## config.mk

```make
export PLATFORM = sky130hd
export DESIGN_NAME = stream_mux_arbiter_flat
export DESIGN_NICKNAME = d
export VERILOG_FILES = /design/src/rtl/stream_mux_arbiter_if.sv /design/src/rtl/stream_mux_arbiter.sv /design/src/flat_wrapper.sv
export SDC_FILE = /design/constraint.sdc
export NUM_CORES = 1
export LEC_CHECK = 0
export CORE_UTILIZATION = 55
export DETAILED_ROUTE_END_ITERATION = 10
export DONT_BUFFER_PORTS = 1
export PLACE_DENSITY = 0.75
export SYNTH_ARGS = -nofsm -noshare
export SYNTH_HDL_FRONTEND = slang
export SYNTH_SLANG_ARGS = --single-unit
```

## constraint.sdc

```tcl
create_clock -name clk -period 6.1 [get_ports clk]
set_clock_uncertainty 0.1 [all_clocks]
set_input_delay 0.305 -clock clk [delete_from_list [all_inputs] [get_ports clk]]
set_output_delay 0.305 -clock clk [all_outputs]
set_load 0.1 [all_outputs]
```

## src/rtl/stream_mux_arbiter_if.sv

```systemverilog
// Shared handshake bundle between the stream mux arbiter and its surroundings.
//   master modport: arbiter side (observes requests and stream handshake, drives select/grant).
//   slave modport : mux/endpoint side (drives requests and stream handshake, observes select).
//   enable     - permits new grants
//   req        - per-endpoint request, bit0=master1 .. bit4=slave3
//   tvalid/tready/tlast - shared stream handshake as seen at the mux
//   sel        - mux select code, 0 = none, i+1 = endpoint i
//   grant      - one-hot grant matching sel
//   busy       - a grant is held
//   timeout    - one-cycle pulse on watchdog release
//   beat_count - beats accepted in the current or most recent packet
interface stream_mux_arbiter_if #(
  parameter int unsigned NUM_REQ = 5,
  parameter int unsigned BEAT_W  = 16
);
  logic               enable;
  logic [NUM_REQ-1:0] req;
  logic               tvalid;
  logic               tready;
  logic               tlast;
  logic [2:0]         sel;
  logic [NUM_REQ-1:0] grant;
  logic               busy;
  logic               timeout;
  logic [BEAT_W-1:0]  beat_count;

  modport master (
    input  enable, req, tvalid, tready, tlast,
    output sel, grant, busy, timeout, beat_count
  );

  modport slave (
    output enable, req, tvalid, tready, tlast,
    input  sel, grant, busy, timeout, beat_count
  );
endinterface

```

## src/rtl/stream_mux_arbiter.sv

```systemverilog
// Packet-level round-robin arbiter for the 5-way stream endpoint mux.
// Grants one requester at a time, holds the grant until the tlast beat is accepted,
// and frees a stalled grant with a watchdog.
//   clk   - rising-edge clock
//   rst_n - asynchronous active-low reset
//   bus   - handshake bundle (master modport): enable/req/tvalid/tready/tlast in,
//           sel/grant/busy/timeout/beat_count out (all registered)
module stream_mux_arbiter #(
  parameter int unsigned NUM_REQ = 5,
  parameter int unsigned TIMEOUT = 255,
  parameter int unsigned TO_W    = 8,
  parameter int unsigned BEAT_W  = 16
) (
  input  logic                 clk,
  input  logic                 rst_n,
  stream_mux_arbiter_if.master bus
);

  localparam logic [TO_W-1:0] WdLast = TO_W'((TIMEOUT == 0) ? 0 : TIMEOUT - 1);

  typedef enum logic [0:0] {StIdle, StActive} state_e;

  state_e             state_q;
  logic [2:0]         ptr_q;
  logic [2:0]         sel_q;
  logic [NUM_REQ-1:0] grant_q;
  logic               busy_q;
  logic               timeout_q;
  logic [BEAT_W-1:0]  beat_q;
  logic [TO_W-1:0]    wd_q;
  logic               started_q;

  logic               beat;
  logic [BEAT_W-1:0]  beat_inc;
  logic               pick_valid;
  logic [2:0]         pick_idx;
  logic [2:0]         cand;

  assign beat     = bus.tvalid & bus.tready;
  assign beat_inc = (beat_q == '1) ? beat_q : beat_q + 1'b1;

  // Round-robin search starting just after the last winner, wrapping modulo NUM_REQ.
  always_comb begin
    pick_valid = 1'b0;
    pick_idx   = '0;
    cand       = '0;
    for (int unsigned k = 1; k <= NUM_REQ; k++) begin
      cand = 3'((32'(ptr_q) + k) % NUM_REQ);
      if (!pick_valid && bus.req[cand]) begin
        pick_valid = 1'b1;
        pick_idx   = cand;
      end
    end
  end

  always_ff @(posedge clk or negedge rst_n) begin
    if (!rst_n) begin
      state_q   <= StIdle;
      ptr_q     <= 3'd4;
      sel_q     <= '0;
      grant_q   <= '0;
      busy_q    <= 1'b0;
      timeout_q <= 1'b0;
      beat_q    <= '0;
      wd_q      <= '0;
      started_q <= 1'b0;
    end else begin
      timeout_q <= 1'b0;
      case (state_q)
        StIdle: begin
          if (bus.enable && pick_valid) begin
            state_q   <= StActive;
            ptr_q     <= pick_idx;
            sel_q     <= pick_idx + 3'd1;
            grant_q   <= NUM_REQ'(1) << pick_idx;
            busy_q    <= 1'b1;
            wd_q      <= '0;
            beat_q    <= '0;
            started_q <= 1'b0;
          end
        end
        StActive: begin
          if (beat && bus.tlast) begin
            // A last beat beats a simultaneous watchdog expiry.
            beat_q  <= beat_inc;
            state_q <= StIdle;
            sel_q   <= '0;
            grant_q <= '0;
            busy_q  <= 1'b0;
          end else if ((TIMEOUT != 0) && !beat && (wd_q == WdLast)) begin
            state_q   <= StIdle;
            sel_q     <= '0;
            grant_q   <= '0;
            busy_q    <= 1'b0;
            timeout_q <= 1'b1;
          end else if (!bus.req[ptr_q] && !started_q) begin
            // Owner withdrew before sending data; once started, req is ignored.
            state_q <= StIdle;
            sel_q   <= '0;
            grant_q <= '0;
            busy_q  <= 1'b0;
          end else if (beat) begin
            beat_q    <= beat_inc;
            started_q <= 1'b1;
            wd_q      <= '0;
          end else begin
            wd_q <= wd_q + 1'b1;
          end
        end
        default: state_q <= StIdle;
      endcase
    end
  end

  assign bus.sel        = sel_q;
  assign bus.grant      = grant_q;
  assign bus.busy       = busy_q;
  assign bus.timeout    = timeout_q;
  assign bus.beat_count = beat_q;

endmodule

```

## src/flat_wrapper.sv

```systemverilog
// flat-port wrapper written by rule: the top's interface ports become plain ports
module stream_mux_arbiter_flat 
#(
  parameter int unsigned NUM_REQ = 5,
  parameter int unsigned TIMEOUT = 255,
  parameter int unsigned TO_W    = 8,
  parameter int unsigned BEAT_W  = 16
)
  (clk, rst_n, bus_enable, bus_req, bus_tvalid, bus_tready, bus_tlast, bus_sel, bus_grant, bus_busy, bus_timeout, bus_beat_count);
  stream_mux_arbiter_if #(.NUM_REQ(NUM_REQ), .BEAT_W(BEAT_W)) bus_i ();
  input  logic clk;
  input  logic rst_n;
  input wire logic [$bits(bus_i.enable)-1:0] bus_enable;
  input wire logic [$bits(bus_i.req)-1:0] bus_req;
  input wire logic [$bits(bus_i.tvalid)-1:0] bus_tvalid;
  input wire logic [$bits(bus_i.tready)-1:0] bus_tready;
  input wire logic [$bits(bus_i.tlast)-1:0] bus_tlast;
  output wire logic [$bits(bus_i.sel)-1:0] bus_sel;
  output wire logic [$bits(bus_i.grant)-1:0] bus_grant;
  output wire logic [$bits(bus_i.busy)-1:0] bus_busy;
  output wire logic [$bits(bus_i.timeout)-1:0] bus_timeout;
  output wire logic [$bits(bus_i.beat_count)-1:0] bus_beat_count;
  assign bus_i.enable = bus_enable;
  assign bus_i.req = bus_req;
  assign bus_i.tvalid = bus_tvalid;
  assign bus_i.tready = bus_tready;
  assign bus_i.tlast = bus_tlast;
  assign bus_sel = bus_i.sel;
  assign bus_grant = bus_i.grant;
  assign bus_busy = bus_i.busy;
  assign bus_timeout = bus_i.timeout;
  assign bus_beat_count = bus_i.beat_count;
  stream_mux_arbiter #(.NUM_REQ(NUM_REQ), .TIMEOUT(TIMEOUT), .TO_W(TO_W), .BEAT_W(BEAT_W)) u_core (.clk(clk), .rst_n(rst_n), .bus(bus_i));
endmodule
```

Word-level counts from Yosys, hierarchy flattened
Cells that the tools add are included.
{"block": "totals", "output_inout_bits": 26, "register_bits": 39, "wordCells": 126, "inputBits": 11}
{"block": "classes", "shift": 1, "n_eq_ne": 11, "div": 5, "mux": 64, "n_addsub": 8, "reduce_logical": 20, "n_bitwise": 2, "n_lt_le_gt_ge": 6}
{"op": "$mod 32x3->32 const B", "n": 5}
{"op": "$mux 16", "n": 6}
{"op": "$mux 8", "n": 5}
{"op": "$pmux 16 s2", "n": 1}
{"op": "$mux 1", "n": 27}
{"op": "$mux 3", "n": 9}
{"op": "$lt 3x4->1 const B", "n": 6}
{"op": "$mux 5", "n": 4}
{"op": "$bmux 1 s3", "n": 6}
{"op": "$add 16x1->16 const B", "n": 1}
{"op": "$eq 16x16->1 const B", "n": 1}
{"op": "$pmux 8 s2", "n": 1}
{"op": "$pmux 5 s2", "n": 1}
{"op": "$ne 3x3->1 const B", "n": 3}
{"op": "$add 3x2->4 const B", "n": 2}
{"op": "$add 3x3->4 const B", "n": 2}
{"op": "$add 8x1->8 const B", "n": 1}
{"op": "$eq 8x8->1 const B", "n": 1}
{"op": "$logic_and 1x1->1", "n": 8}
{"op": "$ne 2x2->1 const B", "n": 4}
{"op": "$reduce_and 4->1", "n": 2}
{"op": "$logic_not 1->1", "n": 7}
{"op": "$pmux 1 s2", "n": 3}
{"op": "$pmux 3 s2", "n": 1}
{"op": "other kinds (9)", "n": 10}

Logic depth before layout (Yosys ltp)
Gate-level depths: netlist of the first run.
{"block": "logic_depth", "depth_word": 20, "ltp_mapped": 21, "mapped_depth_nobuf": 19}

Worst setup path before layout of the first run
Ideal clock, no wire load.
{"block": "synth_timing", "path_type": "flip-flop to flip-flop", "from": "reg u_core.ptr_q[0]", "to": "reg u_core.grant_q[3], in the netlist u_core.bus.grant[3]", "path_slack_ns": 1.199, "setup_ns": 0.123, "path_buffers": 3, "path_stages_with_launch": 20, "arrival_ns": 4.678, "t_required_ns": 5.877, "synth_period_minus_slack_ns": 4.901, "cell_sequence": "dfrtp_1 -> buf_2 -> inv_1 -> buf_2 -> ha_1 -> buf_2 -> inv_1 -> ha_1 -> nor2_1 -> a21oi_4 -> xnor2_1 -> o31a_1 -> or4_1 -> a311o_1 -> nand3_1 -> o221ai_2 -> a221o_1 -> ha_1 -> ha_1 -> a22o_1"}
{"block": "synth_via", "elab_chain_cells": 20, "elab_cells_between_ends": 49, "cone_classes": "add/sub (5); div (5); eq/ne (2); shift (1); mux (24); reduce/logical (12)"}
{"item": "start, declared", "line": "stream_mux_arbiter.sv:24", "source": "logic [2:0] ptr_q;"}
{"item": "start signal, assigned", "line": "stream_mux_arbiter.sv:73", "source": "ptr_q <= pick_idx;"}
{"item": "$add 3x1->4", "line": "stream_mux_arbiter.sv:48", "source": "cand = 3'((32'(ptr_q) + k) % NUM_REQ);"}
{"item": "$mod 32x3->32", "line": "stream_mux_arbiter.sv:48"}
{"item": "$bmux 1 s3", "line": "stream_mux_arbiter.sv:49", "source": "if (!pick_valid && bus.req[cand]) begin"}
{"item": "$mux 1 (implied by the code)", "line": "stream_mux_arbiter.sv:49"}
{"item": "$mux 1", "line": "stream_mux_arbiter.sv:49"}
{"item": "$logic_not 1->1", "line": "stream_mux_arbiter.sv:49"}
{"item": "$logic_and 1x1->1", "line": "stream_mux_arbiter.sv:49"}
{"item": "$mux 1", "line": "stream_mux_arbiter.sv:49"}
{"item": "[... 5 more ...]"}
{"item": "$mux 1", "line": "stream_mux_arbiter.sv:49"}
{"item": "$logic_not 1->1", "line": "stream_mux_arbiter.sv:49"}
{"item": "$logic_and 1x1->1", "line": "stream_mux_arbiter.sv:49"}
{"item": "$mux 3 (*)", "line": "stream_mux_arbiter.sv:49"}
{"item": "via u_core.pick_idx[0]", "line": "stream_mux_arbiter.sv:36", "source": "logic [2:0] pick_idx;"}
{"item": "$shl 1x3->5 (*)", "line": "stream_mux_arbiter.sv:75", "source": "grant_q <= NUM_REQ'(1) << pick_idx;"}
{"item": "$mux 5 (*)", "line": "stream_mux_arbiter.sv:71", "source": "if (bus.enable && pick_valid) begin"}
{"item": "$pmux 5 s2 (*)", "line": "stream_mux_arbiter.sv:69", "source": "case (state_q)"}
{"item": "end signal, assigned", "line": "stream_mux_arbiter.sv:75"}
{"item": "end, declared", "line": "stream_mux_arbiter.sv:26", "source": "logic [NUM_REQ-1:0] grant_q;"}
Mark *: on every way through the listed nets, which the timed path passes. The rest lies on a longest branch. The select of a mux whose other input is x is not followed.
A chain may end at the register's enable or synchronous reset.

Final worst setup path of the first run
{"block": "layout_timing", "from": "reg u_core.ptr_q[1]", "to": "reg u_core.grant_q[3], in the netlist u_core.bus.grant[3]"}
Same word-level chain as after synthesis.

==> reports/metrics.cfg, run 1 <==
[status]
status=finished, final reports clean

[route]
drtIter0Drc=188
wl_um=8990
first_pass_iters=5
routedWlPerCell_um=17.3
drc_errors=0
vias=3419
ant_nets=0
viasPerCell=6.58

[clock_network]
cts_tree=done
cts_buffers=5
clkTransAtPathRegs_ps=80
cts.path.max_buffers=2
cts_resized=0
h-tree-depth=2
cts_sinks=39
cts_setup_buffers=0
worstSkewPairLatency_ps=290
cts_root_buffer=clkbuf_8

[logic_synthesis]
seq_area_frac_synth_pct=25.8
ys_warn_count=0
synth_area_um2=3790
synthesis.instances=447
yosys-top-cells-area=dfrtp_1, ha_1, nor2_1, nand2_1, xnor2_1
synth_flop_cell=dfrtp_1
synth-seq-cells=39
synth_common_cells=dfrtp_1, nor2_1, nand2_1
synth_top_area_share_pct=25.1
synthArstFlopShare_pct=100
avgSynthCellArea_um2=8.48
synth_nets=489
synth_top_area_cell=dfrtp_1
synth_edf_count=0
ys_types=78

[global_routing]
grt_max_degree=40
antenna_found_initial=0
grt-ovfl-total=0
grt_usage_pct=25.6
grt_pass1_vias=3198
grt_pass1_wl_um=15200

[worst_setup_path]
crit_type=register to register
cp-end-kind=register
critPathLaunchType=register
arrival_ps=5590
reg2reg_from=u_core.ptr_q[1]$_DFFE_PN0P_
cp_data_required_time_ps=6180
startpoint=u_core.ptr_q[1]$_DFFE_PN0P_
cp_max_fo=15
r2r_slack_ps=580

[sta]
setup_viol=0
holdWs_ps=306
setup_slack_ps=582
fmax_ghz=0.181
slew_violations=0
fin_tns_setup_ps=0
max_slew_margin_pct=29.0
period_share_pct=90.5
finalCriticalPeriod_ps=5520
worst_pin_slew_ps=1060
rsz0062_at_grt=no
hold_viol_final=0

[floorplan]
die_area_um2=7230
die_w_um=85.0
die_h_um=85.0
io_pins=37
row_count=29
initial_core_util_pct=58.4
coreArea_um2=6490

[final_layout]
n_fill_cell=574
fin_area_um2=3960
multi_input_area_um2=2620
regArea_um2=977
drive_gt1_share_pct=9.71
area_growth_pct=4.55
diodes=0
finalNetCount=484

[job]
cap_viol_max_count=0

[placed_design]
dpl.hpwl_um=6630
post_dp_cell_area_um2=3820
port_buffers=0
dp_worst_setup_slack_ps=625
globalplace.congestion=0.941

[worst_hold_path]
hold_start=bus_enable
hp-class=input port to register

==> state kept, by name, summed over array words and instances, names as in the netlist <==
| signal | cells |
|---|---|
| u_core.bus.sel | 3 |
| u_core.ptr_q | 3 |
| u_core.wd_q | 8 |
| u_core.started_q | 1 |
| u_core.bus.busy | 1 |
| u_core.bus.beat_count | 16 |
| u_core.bus.grant | 5 |
| u_core.state_q | 1 |
| u_core.bus.timeout | 1 |
==> repair_timing <==
item | in CTS | in global routing
hold buffers | 2 | 0
endpoints found under the hold margin | 39 | 0
setup endpoints to repair | 0 | 0
==> worst max-delay path, cell delays in order, from the launching register on <==
cell and delay [ps]:
dfrtp_1 680, ha_1 460, xor2_1 450, ha_1 340, nor2_1 80, a211oi_1 340, xnor2_1 300, ha_1 260
nor2b_1 200, o21a_1 280, and2_1 190, a31oi_1 90, a41o_1 300, nand4_2 160, o221ai_2 110, a221o_1 460
ha_1 220, ha_1 170, a22o_1 200
==> worst paths after layout <==
| path | endpoint | depth (start not counted) |
|---|---|---|
| min reg2reg | u_core.wd_q[4]$_DFFE_PN0P_ | 1 |
| max reg2reg | u_core.bus.grant[3]$_DFFE_PN0P_ | 18 |
| min in group asynchronous | u_core.wd_q[0]$_DFFE_PN0P_ | 2 |
| min | u_core.bus.busy$_DFFE_PN0P_ | 5 |
| max in group asynchronous | u_core.ptr_q[2]$_DFFE_PN1P_ | 2 |
| max | u_core.bus.grant[3]$_DFFE_PN0P_ | 18 |
==> cells in the final DEF (no fill, tap or decap), types with 6 or more instances in the layout <==
cell and n:
a211oi_1 6, a21o_1 10, a21oi_1 12, a22o_1 8, and2_1 9, dfrtp_1 38, ha_1 31, inv_1 24
mux2_2 8, nand2_1 37, nand2b_1 6, nand3_1 19, nand4_1 11, nor2_1 38, nor2b_1 9, nor3_1 10
o21ai_0 19, xnor2_1 11, xor2_1 9
==> cells by family (layout without fill, tap and decap cells) <==
logic type	Yosys count	count (layout)	synth area share [%]
AOI/OAI and AO/OA	120	120	24.0
adders and majority gates	31	31	10.2
xor gates and xnor gates	21	21	5.05
DFF	39	39	25.8
muxes	15	15	4.92
and+or+nand+nor	175	175	24.8
buffers and inverters	46	42	5.21
==> routing by layer <==
metal,share of wire (%),global-route usage (%),vias to the layer above,wire length [µm]
li1,-,-,1649,-
met1,47,35.9,1645,4230
met2,47,40.9,115,4190
met3,5.2,5.25,10,471
met4,1.1,5.24,0,99
met5,0,0,-,0
==> layout make-up <==
cell class                      instances  area share (%)
Sequential cell                        39            24.7
Inverter                               29            2.75
Clock buffer                            5            1.74
Tap cell                               77            2.43
Timing Repair Buffer                    5            1.33
Multi-Input combinational cell        362            66.0
Clock inverter                          3            1.10
==> metrics by stage <==
stage | instances | utilization (%)
3_5_place_dp | 510 | 58.8
4_1_cts | 520 | 61.0
2_1_floorplan | 447 | -
5_1_grt | 520 | 61.0
3_3_place_gp | 510 | 58.8
6_report | 520 | 61.0
Power of run 1 is left out: the tool's default activity adds up to more than one toggle a clock period on the data nets, which glitch-free logic cannot reach.
==> inputs of run 2 (changes only) <==
--- a/config.mk
+++ b/config.mk
@@ -8,7 +8,7 @@
 export CORE_UTILIZATION = 55
 export DETAILED_ROUTE_END_ITERATION = 10
 export DONT_BUFFER_PORTS = 1
-export PLACE_DENSITY = 0.75
+export PLACE_DENSITY = 0.74
 export SYNTH_ARGS = -nofsm -noshare
 export SYNTH_HDL_FRONTEND = slang
 export SYNTH_SLANG_ARGS = --single-unit
==> run 2 against run 1 <==
Highest routed layer unchanged. Worst hold slack better by 15 ps. Utilization is 0.077 points higher. First-iteration DRC count is 54% higher. Wire length is 0.86% higher. Non-clock buffer count stayed put. Via count is 0.20% lower. Register-to-register slack worse by 150 ps.
==> reports/metrics.cfg, run 2 (same netlist as run 1, synthesis figures left out) <==
[clock_network]
clkTransAtPathRegs_ps=80
cts_sinks=39
worstSkewPairLatency_ps=300
cts_tree=done
cts_buffers=5
cts_resized=0
cts.path.max_buffers=2
cts_root_buffer=clkbuf_8
h-tree-depth=2

[floorplan]
row_count=29
die_w_um=85.0
coreArea_um2=6490
io_pins=37
initial_core_util_pct=58.4
die_h_um=85.0
die_area_um2=7230

[sta]
period_share_pct=93.0
fin_tns_setup_ps=0
finalCriticalPeriod_ps=5670
hold_viol_final=0
fmax_ghz=0.176
slew_violations=0
rsz0062_at_grt=no
setup_viol=0
max_slew_margin_pct=30.4
worst_pin_slew_ps=1040

[job]
cap_viol_max_count=0

[global_routing]
grtUsageMet1_pct=36.7
use_met2_pct=43.1
grt_max_degree=40
grt-ovfl-total=0
grt_pass1_vias=3264
antenna_found_initial=0
grt_usage_pct=26.5
use_met3_pct=4.28
top_usage_layer=met2
grt_pass1_wl_um=15500

[worst_setup_path]
cp_num_buf_inv=0
critPathTopFamily=compound AO/OA/AOI/OAI gates
crit_type=register to register
r2r_slack_ps=430
worstSetupPathDepth=18
slowest_delay_ps=700
cp-end-kind=register
worstSetupEndpoint=u_core.bus.grant[3]$_DFFE_PN0P_
worstReg2RegEnd=u_core.bus.grant[3]$_DFFE_PN0P_
path_cells=ha_1, xor2_1, ha_1, nor4b_1, a211oi_1, xnor2_1, ha_1, nor2b_1, o21a_1, and2_1, a31oi_1, a41o_1, nand4_2, o221ai_2, a221o_1, ha_1, ha_1, a22o_1
cpMostUsedCell=ha_1
r2r_cells=18
critPathLaunchType=register
reg2reg_from=u_core.ptr_q[1]$_DFFE_PN0P_
startpoint=u_core.ptr_q[1]$_DFFE_PN0P_
cp_max_fo=15
cp_data_required_time_ps=6190
arrival_ps=5760
crit_slowest_cell=dfrtp_1

[worst_hold_path]
hold_start=bus_enable
hp-class=input port to register

[placed_design]
dpl.hpwl_um=6790
port_buffers=0
globalplace.congestion=0.877

[route]
wl_um=9070
viasPerCell=6.56
drc_errors=0
vias=3412
ant_nets=0
drtIter0Drc=289
first_pass_iters=5
routedWlPerCell_um=17.4

[status]
status=finished, final reports clean

[final_layout]
finalNetCount=484
diodes=0
largest_reg_flops=16
drive_gt1_share_pct=9.71
final_cell_mix=nor2_1, dfrtp_1, nand2_1
area_growth_pct=4.69

run 2: worst min-delay path by stage:
stage | endpoint | slack, ps | depth (start not counted)
5_1_grt | u_core.bus.grant[3]$_DFFE_PN0P_ | 380 | 4
3_5_place_dp | u_core.bus.grant[0]$_DFFE_PN0P_ | -90 | 0
4_1_cts | u_core.bus.busy$_DFFE_PN0P_ | 310 | 5
6_report | u_core.bus.busy$_DFFE_PN0P_ | 320 | 5
3_3_place_gp | u_core.ptr_q[1]$_DFFE_PN0P_ | -90 | 0
2_1_floorplan | u_core.bus.beat_count[0]$_DFFE_PN0P_ | -90 | 0
run 2: cell type report:
type / count / area (µm²)
Clock buffer: 6 / 82.6
Tap cell: 77 / 96.3
Clock inverter: 2 / 35.0
Timing Repair Buffer: 5 / 52.6
Inverter: 29 / 109
Sequential cell: 39 / 977
Multi-Input combinational cell: 362 / 2620
Fill cell: 562 / 2530
run 2: timing repair:
action / 4_1_cts / 5_1_grt
hold buffers: 2 / 0
setup buffers: 0 / 0
endpoints found under the hold margin: 39 / 0
run 2: metal layers:
metal  vias to the layer above  wire length (µm)  part of all wire (%)
met5                         -                 0                     0
met4                         0                84                  0.93
met3                        10               476                   5.2
met2                       104              4280                    47
met1                      1644              4230                    47
li1                       1654                 -                     -
run 2: per-stage QoR:
stage / instances / worst slack [ps] / instance area, µm² / utilization [%] / hold WS [ps]
detailed placement: 510 / 545 / 3820 / 58.8 / -89.0
CTS: 520 / 538 / 3970 / 61.1 / 312
global route: 520 / 35.4 / 3970 / 61.1 / 376
global placement: 510 / 796 / 3820 / 58.8 / -89.6
floorplan: 447 / 1200 / 3790 / - / -90.6
finish: 520 / 429 / 3970 / 61.1 / 321
run 2: worst reg2reg max path, cell delays in order, from the launching register on:
cell      delay, ps
dfrtp_1         700
ha_1            490
xor2_1          500
ha_1            350
nor4b_1          80
a211oi_1        340
xnor2_1         320
ha_1            270
nor2b_1         210
o21a_1          290
and2_1          200
a31oi_1          90
a41o_1          300
nand4_2         170
o221ai_2        100
a221o_1         460
ha_1            230
ha_1            180
a22o_1          200
Power of run 2 is left out for the same reason.
==> inputs of run 3 (changes only) <==
--- a/config.mk
+++ b/config.mk
@@ -8,7 +8,7 @@
 export CORE_UTILIZATION = 55
 export DETAILED_ROUTE_END_ITERATION = 10
 export DONT_BUFFER_PORTS = 1
-export PLACE_DENSITY = 0.74
+export PLACE_DENSITY_LB_ADDON = 0.3
 export SYNTH_ARGS = -nofsm -noshare
 export SYNTH_HDL_FRONTEND = slang
 export SYNTH_SLANG_ARGS = --single-unit
==> run 3 against run 2 <==
Via count fell by 0.70%. Largest cell class unchanged. Cell count is 0.19% higher. First-iteration DRC count down 1.0%. Wire length fell by 0.15%. Global-route usage is 0.41 points higher. Critical path type unchanged. Cell area about the same. Utilization about the same.
==> reports/metrics.cfg, run 3 (same netlist as run 1, synthesis figures left out) <==
[clock_network]
cts_tree=done
cts_root_buffer=clkbuf_8
h-tree-depth=2
cts_resized=0
cts_buffers=5
clkTransAtPathRegs_ps=90
cts_sinks=39
cts.path.max_buffers=2
worstSkewPairLatency_ps=300

[worst_setup_path]
cp-end-kind=register
worstReg2RegEnd=u_core.bus.grant[3]$_DFFE_PN0P_
critPathLaunchType=register
cp_num_buf_inv=1
crit_type=register to register
r2r_slack_ps=620
cp_data_required_time_ps=6190
crit_slowest_cell=xor2_1
path_cells=buf_4, ha_1, xor2_1, ha_1, nor4b_1, a211oi_1, xnor2_1, ha_1, nor2b_1, o21a_1, and3_1, o21ai_0, a41o_1, nand4_2, o221ai_2, a221o_1, ha_1, ha_1, a22o_1
reg2reg_from=u_core.ptr_q[1]$_DFFE_PN0P_
critPathTopFamily=compound AO/OA/AOI/OAI gates
cp_max_fo=12
r2r_cells=19
slowest_delay_ps=460
arrival_ps=5570
cpMostUsedCell=ha_1

[floorplan]
die_h_um=85.0
die_area_um2=7230
die_w_um=85.0
row_count=29
initial_core_util_pct=58.4
coreArea_um2=6490
io_pins=37

[job]
cap_viol_max_count=0

[final_layout]
largest_reg_flops=16
diodes=0
area_growth_pct=4.75
finalNetCount=485
drive_gt1_share_pct=9.91
final_cell_mix=nor2_1, dfrtp_1, nand2_1

[worst_hold_path]
whs_endpoint=u_core.bus.beat_count[1]$_DFFE_PN0P_
hold_start=bus_tlast
min_path_cells=3
hp-class=input port to register

[sta]
slew_violations=0
worst_pin_slew_ps=1040
fmax_ghz=0.182
setup_viol=0
period_share_pct=89.9
fin_tns_setup_ps=0
finalCriticalPeriod_ps=5480
max_slew_margin_pct=30.5
rsz0062_at_grt=no
hold_viol_final=0

[global_routing]
grtUsageMet1_pct=36.0
grt-ovfl-total=0
use_met2_pct=43.9
top_usage_layer=met2
antenna_found_initial=0
use_met3_pct=6.03
grt_max_degree=40
grt_usage_pct=26.9
grt_pass1_wl_um=15600
grt_pass1_vias=3337

[route]
vias=3388
viasPerCell=6.50
routedWlPerCell_um=17.4
ant_nets=0
wl_um=9050
drc_errors=0
drtIter0Drc=286
first_pass_iters=5

[placed_design]
globalplace.congestion=0.879
port_buffers=0
dpl.hpwl_um=6650

[status]
status=finished, final reports clean

-- run 3: cell count changes in the layout (fill, tap and decap cells not counted) --
cell	before	now
clkbuf_8	6	5
buf_4	3	4
clkinv_4	0	1
-- run 3: worst max-delay path by stage --
stage,from,end,slack [ps],cells past startpoint
after CTS,u_core.ptr_q[1]$_DFFE_PN0P_,u_core.bus.grant[3]$_DFFE_PN0P_,700,19
after global placement,u_core.ptr_q[1]$_DFFE_PN0P_,u_core.bus.grant[3]$_DFFE_PN0P_,960,19
final,u_core.ptr_q[1]$_DFFE_PN0P_,u_core.bus.grant[3]$_DFFE_PN0P_,620,19
after floorplan,u_core.ptr_q[0]$_DFFE_PN0P_,u_core.bus.grant[3]$_DFFE_PN0P_,1200,19
after detailed placement,u_core.ptr_q[1]$_DFFE_PN0P_,u_core.bus.grant[3]$_DFFE_PN0P_,730,19
after global routing,u_core.ptr_q[1]$_DFFE_PN0P_,u_core.bus.grant[0]$_DFFE_PN0P_,250,18
-- run 3: layout make-up --
type | instances | area, µm²
well taps | 77 | 96.3
fillers | 554 | 2520
repair buffers | 6 | 60.1
inverters | 29 | 109
clock buffers | 5 | 68.8
multi-input cells | 362 | 2620
flip-flops and latches | 39 | 977
clock inverters | 3 | 43.8
-- run 3: worst min-delay path: cells and delay by family --
family          cells  cell delay [ps]
compound gates      2              250
simple gates        1              120
-- run 3: timing repair --
item	in CTS	in global routing
hold buffers	2	0
hold endpoints to repair	39	0
setup buffers	0	0
-- run 3: per-layer routing --
layer  up-vias  part of all wire (%)  routed length, µm
met1      1617                    46               4200
met4         0                  0.86                 78
met2       109                    47               4260
met5         -                     0                  0
met3        10                   5.7                519
li1       1652                     -                  -
-- run 3: stage by stage --
stage	setup slack, ps	std cells	cell area, µm²	utilization, %	hold WS [ps]
floorplan	1200	447	3790	-	-90.6
global route	249	521	3970	61.1	327
finish	618	521	3970	61.1	307
global placement	960	511	3830	58.9	-89.9
detailed placement	734	511	3830	58.9	-90.0
CTS	705	521	3970	61.1	308
Power of run 3 is left out for the same reason.
